[src/rtl/stack_if.sv]
// Bundle between the control unit (master) and the LIFO stack (slave).
//
// push/pop are level requests sampled on every rising clk edge; there is no
// ready back-pressure. A request always completes in the cycle it is
// presented. Overflow and underflow are reported through the sticky ovf/unf
// flags, and the request is otherwise ignored. dout, count, empty and full
// reflect the current registered stack state combinationally.
interface stack_if #(
    parameter int WIDTH = 16,
    parameter int DEPTH = 16
);
    localparam int CW = $clog2(DEPTH + 1);

    logic             push;
    logic             pop;
    logic [WIDTH-1:0] din;
    logic             clr_err;
    logic [WIDTH-1:0] dout;
    logic [CW-1:0]    count;
    logic             empty;
    logic             full;
    logic             ovf;
    logic             unf;

    modport master (
        output push, pop, din, clr_err,
        input  dout, count, empty, full, ovf, unf
    );

    modport slave (
        input  push, pop, din, clr_err,
        output dout, count, empty, full, ovf, unf
    );
endinterface

[src/rtl/stack_unit.sv]
// LIFO operand stack: DEPTH x WIDTH register storage with a combinational
// top-of-stack read, so a pop and its register write-back fit in one cycle.
// A push and a pop together replace the top entry. Error flags are sticky.
module stack_unit #(
    parameter int WIDTH = 16,
    parameter int DEPTH = 16
) (
    input logic     clk,
    input logic     rst,
    stack_if.slave  bus
);
    localparam int AW = (DEPTH > 1) ? $clog2(DEPTH) : 1;
    localparam int CW = $clog2(DEPTH + 1);

    logic [WIDTH-1:0] mem_q [DEPTH];

    logic [CW-1:0] count_q, count_d;
    logic          ovf_q, ovf_d;
    logic          unf_q, unf_d;

    logic          is_empty;
    logic          is_full;
    logic [AW-1:0] top_idx;
    logic          wr_en;
    logic [AW-1:0] wr_addr;

    assign is_empty = (count_q == '0);
    assign is_full  = (count_q == CW'(DEPTH));
    assign top_idx  = AW'(count_q - CW'(1));

    // Next-state decode for count, sticky flags and the single storage write port.
    always_comb begin
        count_d = count_q;
        ovf_d   = ovf_q & ~bus.clr_err;
        unf_d   = unf_q & ~bus.clr_err;
        wr_en   = 1'b0;
        wr_addr = top_idx;
        if (bus.push && bus.pop && !is_empty) begin
            // Replace-top: count is unchanged and no error can occur.
            wr_en   = 1'b1;
            wr_addr = top_idx;
        end else if (bus.push) begin
            // Also covers push+pop on an empty stack.
            if (!is_full) begin
                wr_en   = 1'b1;
                wr_addr = count_q[AW-1:0];
                count_d = count_q + CW'(1);
            end else begin
                ovf_d = 1'b1;
            end
        end else if (bus.pop) begin
            if (!is_empty) begin
                count_d = count_q - CW'(1);
            end else begin
                unf_d = 1'b1;
            end
        end
    end

    // Storage array: not reset, because entries above count are never observed.
    always_ff @(posedge clk) begin
        if (wr_en) begin
            mem_q[wr_addr] <= bus.din;
        end
    end

    // Occupancy and sticky error flags.
    always_ff @(posedge clk or posedge rst) begin
        if (rst) begin
            count_q <= '0;
            ovf_q   <= 1'b0;
            unf_q   <= 1'b0;
        end else begin
            count_q <= count_d;
            ovf_q   <= ovf_d;
            unf_q   <= unf_d;
        end
    end

    assign bus.dout  = is_empty ? '0 : mem_q[top_idx];
    assign bus.count = count_q;
    assign bus.empty = is_empty;
    assign bus.full  = is_full;
    assign bus.ovf   = ovf_q;
    assign bus.unf   = unf_q;
endmodule

[src/flat_wrapper.sv]
// flat-port wrapper written by rule: the top's interface ports become plain ports
module stack_unit_flat 
#(
    parameter int WIDTH = 16,
    parameter int DEPTH = 16
)
  (clk, rst, bus_push, bus_pop, bus_din, bus_clr_err, bus_dout, bus_count, bus_empty, bus_full, bus_ovf, bus_unf);
  stack_if #(.WIDTH(WIDTH), .DEPTH(DEPTH)) bus_i ();
  input logic clk;
  input logic rst;
  input wire logic [$bits(bus_i.push)-1:0] bus_push;
  input wire logic [$bits(bus_i.pop)-1:0] bus_pop;
  input wire logic [$bits(bus_i.din)-1:0] bus_din;
  input wire logic [$bits(bus_i.clr_err)-1:0] bus_clr_err;
  output wire logic [$bits(bus_i.dout)-1:0] bus_dout;
  output wire logic [$bits(bus_i.count)-1:0] bus_count;
  output wire logic [$bits(bus_i.empty)-1:0] bus_empty;
  output wire logic [$bits(bus_i.full)-1:0] bus_full;
  output wire logic [$bits(bus_i.ovf)-1:0] bus_ovf;
  output wire logic [$bits(bus_i.unf)-1:0] bus_unf;
  assign bus_i.push = bus_push;
  assign bus_i.pop = bus_pop;
  assign bus_i.din = bus_din;
  assign bus_i.clr_err = bus_clr_err;
  assign bus_dout = bus_i.dout;
  assign bus_count = bus_i.count;
  assign bus_empty = bus_i.empty;
  assign bus_full = bus_i.full;
  assign bus_ovf = bus_i.ovf;
  assign bus_unf = bus_i.unf;
  stack_unit #(.WIDTH(WIDTH), .DEPTH(DEPTH)) u_core (.clk(clk), .rst(rst), .bus(bus_i));
endmodule
[config.mk]
export PLATFORM = sky130hd
export DESIGN_NAME = stack_unit_flat
export DESIGN_NICKNAME = d
export VERILOG_FILES = /design/src/rtl/stack_if.sv /design/src/rtl/stack_unit.sv /design/src/flat_wrapper.sv
export SDC_FILE = /design/constraint.sdc
export NUM_CORES = 1
export LEC_CHECK = 0
export ABC_AREA = 0
export BUFFER_PORTS_ARGS = -buffer_cell sky130_fd_sc_hd__buf_2
export CORE_MARGIN = 1.5
export CORE_UTILIZATION = 59
export CTS_CLUSTER_SIZE = 12
export DETAILED_ROUTE_END_ITERATION = 8
export PLACE_DENSITY = 0.77
export SYNTH_ARGS = -nofsm -noshare
export SYNTH_HDL_FRONTEND = slang
export SYNTH_SLANG_ARGS = --single-unit
[constraint.sdc]
create_clock -name clk -period 5.16 [get_ports clk]
set_input_delay 1.032 -clock clk [delete_from_list [all_inputs] [get_ports clk]]
set_output_delay 1.032 -clock clk [all_outputs]
set_load 0.02 [all_outputs]
==> flow_summary.ini <==
[worst_setup_path]
rr_worst_depth = 6
rrSetupSlack_ns = 1.45
critPathLaunchType = register
reg2reg_to = u_core.mem_q[12][9]
cp_max_fo = 10
worstSetupPathType = register to output port
r2r_start = u_core.bus.count[1]
crit_arrival_ns = 3.35
cp_slowest_cell = or4b_1
critical_path_required_ns = 4.13
max_stage_delay_ns = 0.53
endpoint_kind = output port
path_cells = inv_1, ha_2, or4b_1, inv_2, or2_1, buf_4, o22ai_1, buf_2

[timing]
finalClockSkew_ns = 0.0104
post-route-period-util_pct = 85.0
postLayoutSetupSlackWorst_ns = 0.775
timing.hold.ws_ns = 0.438
slew_violations = 0
rsz0062_at_grt = no
tns_ns = 0
hold_violations = 0
setup_viol = 0
maxSlewHeadroom_pct = 15.3
tightest_slew_ns = 1.26
fmax_mhz = 228
layout_min_cycle_time_ns = 4.38

[die]
die_w_um = 137
core_um2 = 17400
dieHeight_um = 137
num_io_pins = 46
initial_core_util_pct = 60.6
die_area_um2 = 18600
fp-row-count = 48

[synth]
synth-seq-cells = 263
yosysSeqAreaShare_pct = 74.7
synth.distinct_cells = 47
synthCells = 498
ys_top_cells_by_area = edfxtp_1, mux4_2, mux2i_1
synth_edf_count = 256
syn_area_um2 = 10500
syn_area_per_cell_um2 = 21.1
ys.flop_type = edfxtp_1
synth.top_cell.area_share_pct = 73.1
async_flop_share_pct = 2.66
synth_nets = 522
synth_top_cell_by_area = edfxtp_1
ys_warn_count = 0

[global_route]
top_usage_layer = met2
track_usage_pct = 26.1
grt_max_degree = 40
use_met1_pct = 38.3
grtUsageMet3_pct = 3.89
grt_pass1_wl_mm = 34.2
grt_use_met2_pct = 40.5
grt-ovfl-total = 0
grt_pass1_vias = 5462
antenna_found_initial = 1

[clocking]
cts_tree = built
numCtsBuffers = 26
insertion_delay_ns = 0.52
clk_path_buf_depth = 3
cts_resized = 0
clock-sinks = 263
clk_pin_slew_ns = 0.06
clock-root-buffer = clkbuf_16
cts_setup_buffers = 0
ctsHoldBuffers = 0
htreeDepth = 1

[route]
initialDrtViolationCount = 478
num_vias = 5329
drt_pre_antenna_iters = 4
drc = 0
drt-vias-per-instance = 6.68
ant_nets = 0
post_drt_wl_per_cell_um = 28.7
routed_wl_mm = 22.9

[final_layout]
nFillCells = 1068
drive_above_1_share_pct = 33.0
ff_latch_area_um2 = 7870
multi_input_area_um2 = 2650
layout_commonest_cell = edfxtp_1
syn_to_final_growth_pct = 13.8
antenna-diode-count = 0
fin_cells = 798
final_util_pct = 69.0
finalNetCount = 592
final_cell_mix = edfxtp_1, mux4_2, buf_2
final_cell_area_um2 = 12000

[min_path]
min_path_type = primary input to asynchronous set/reset pin

[run_status]
status = completed

[placed_design]
place_congestion = 0.886
pre_cts_ws_ns = 1.25
postPlaceCellArea_um2 = 11300
dpl.hpwl_mm = 13.8
numPlacedInstances = 765
io_buffers = 45

[job]
drv_cap = 0

[power_and_ir_drop]
ir_drop_mv = 0.458
power_density_nw_per_um2 = 645
leakage_nw = 3.90
finalPower_mw = 7.72
## cell usage after synthesis (5+ instances only)
library cell  instances
a211oi_1              9
a21oi_1               5
buf_2                12
clkbuf_1             14
dfrtp_1               7
edfxtp_1            256
inv_1                 8
mux2i_1              32
mux4_2               64
nand2_1               6
nand3_1               5
o21ai_0               7
o22ai_1              17
## worst max-delay path by stage
| stage | from | endpoint | slack [ns] | cells past startpoint |
|---|---|---|---|---|
| finish | u_core.bus.count[1] | bus_dout[12] | 0.78 | 8 |
| global route | u_core.bus.count[0] | bus_dout[4] | 0.54 | 6 |
| CTS | u_core.bus.count[0] | bus_dout[5] | 0.71 | 6 |
| detailed placement | u_core.bus.count[0] | bus_dout[5] | 1.25 | 6 |
| global placement | u_core.bus.count[0] | bus_dout[5] | 1.28 | 6 |
| floorplan | u_core.bus.count[0] | u_core.mem_q[7][0] | 0.54 | 8 |
## logic make-up after synthesis
logic type / share of synthesized area [%]
adder cells (fa/ha/maj): 0.357
flip-flops: 74.7
multiplexers: 16.7
XOR/XNOR: 0.333
buffers and inverters: 1.64
AO/OA/AOI/OAI: 4.00
AND/OR/NAND/NOR: 2.18
## state kept, by name, summed over array words and instances (netlist names)
| name | flops |
|---|---|
| u_core.mem_q | 256 |
| u_core.bus.unf | 1 |
| u_core.bus.count | 5 |
| u_core.bus.ovf | 1 |
## power by group
part | switching, mW | total, mW | internal, mW
clock network | 0.707 | 1.63 | 0.924
registers | 0.104 | 2.75 | 2.64
logic | 2.03 | 3.35 | 1.31
## worst max-delay path: cells and delay by family (launching register included)
family | cells | cell delay [ns]
compound gates | 1 | 0.14
buf+inv | 4 | 0.87
fa+ha+maj | 1 | 0.28
flops | 1 | 0.50
simple gates | 2 | 1.02
## routing by layer
| layer | part of all wire [%] | vias up |
|---|---|---|
| met1 | 40 | 2766 |
| met3 | 8.7 | 46 |
| met2 | 48 | 289 |
| met4 | 3.0 | 2 |
| li1 | - | 2226 |
| met5 | 0.057 | - |
## final cells by class
cell class                      count  share of cell area (%)
Clock buffer                       29                    5.71
Clock inverter                      4                   0.157
Inverter                           10                   0.314
Multi-Input combinational cell    196                    22.1
Sequential cell                   263                    65.7
Tap cell                          225                    2.35
Timing Repair Buffer               71                    3.62
No activity file was read; power rests on OpenSTA's default activity.
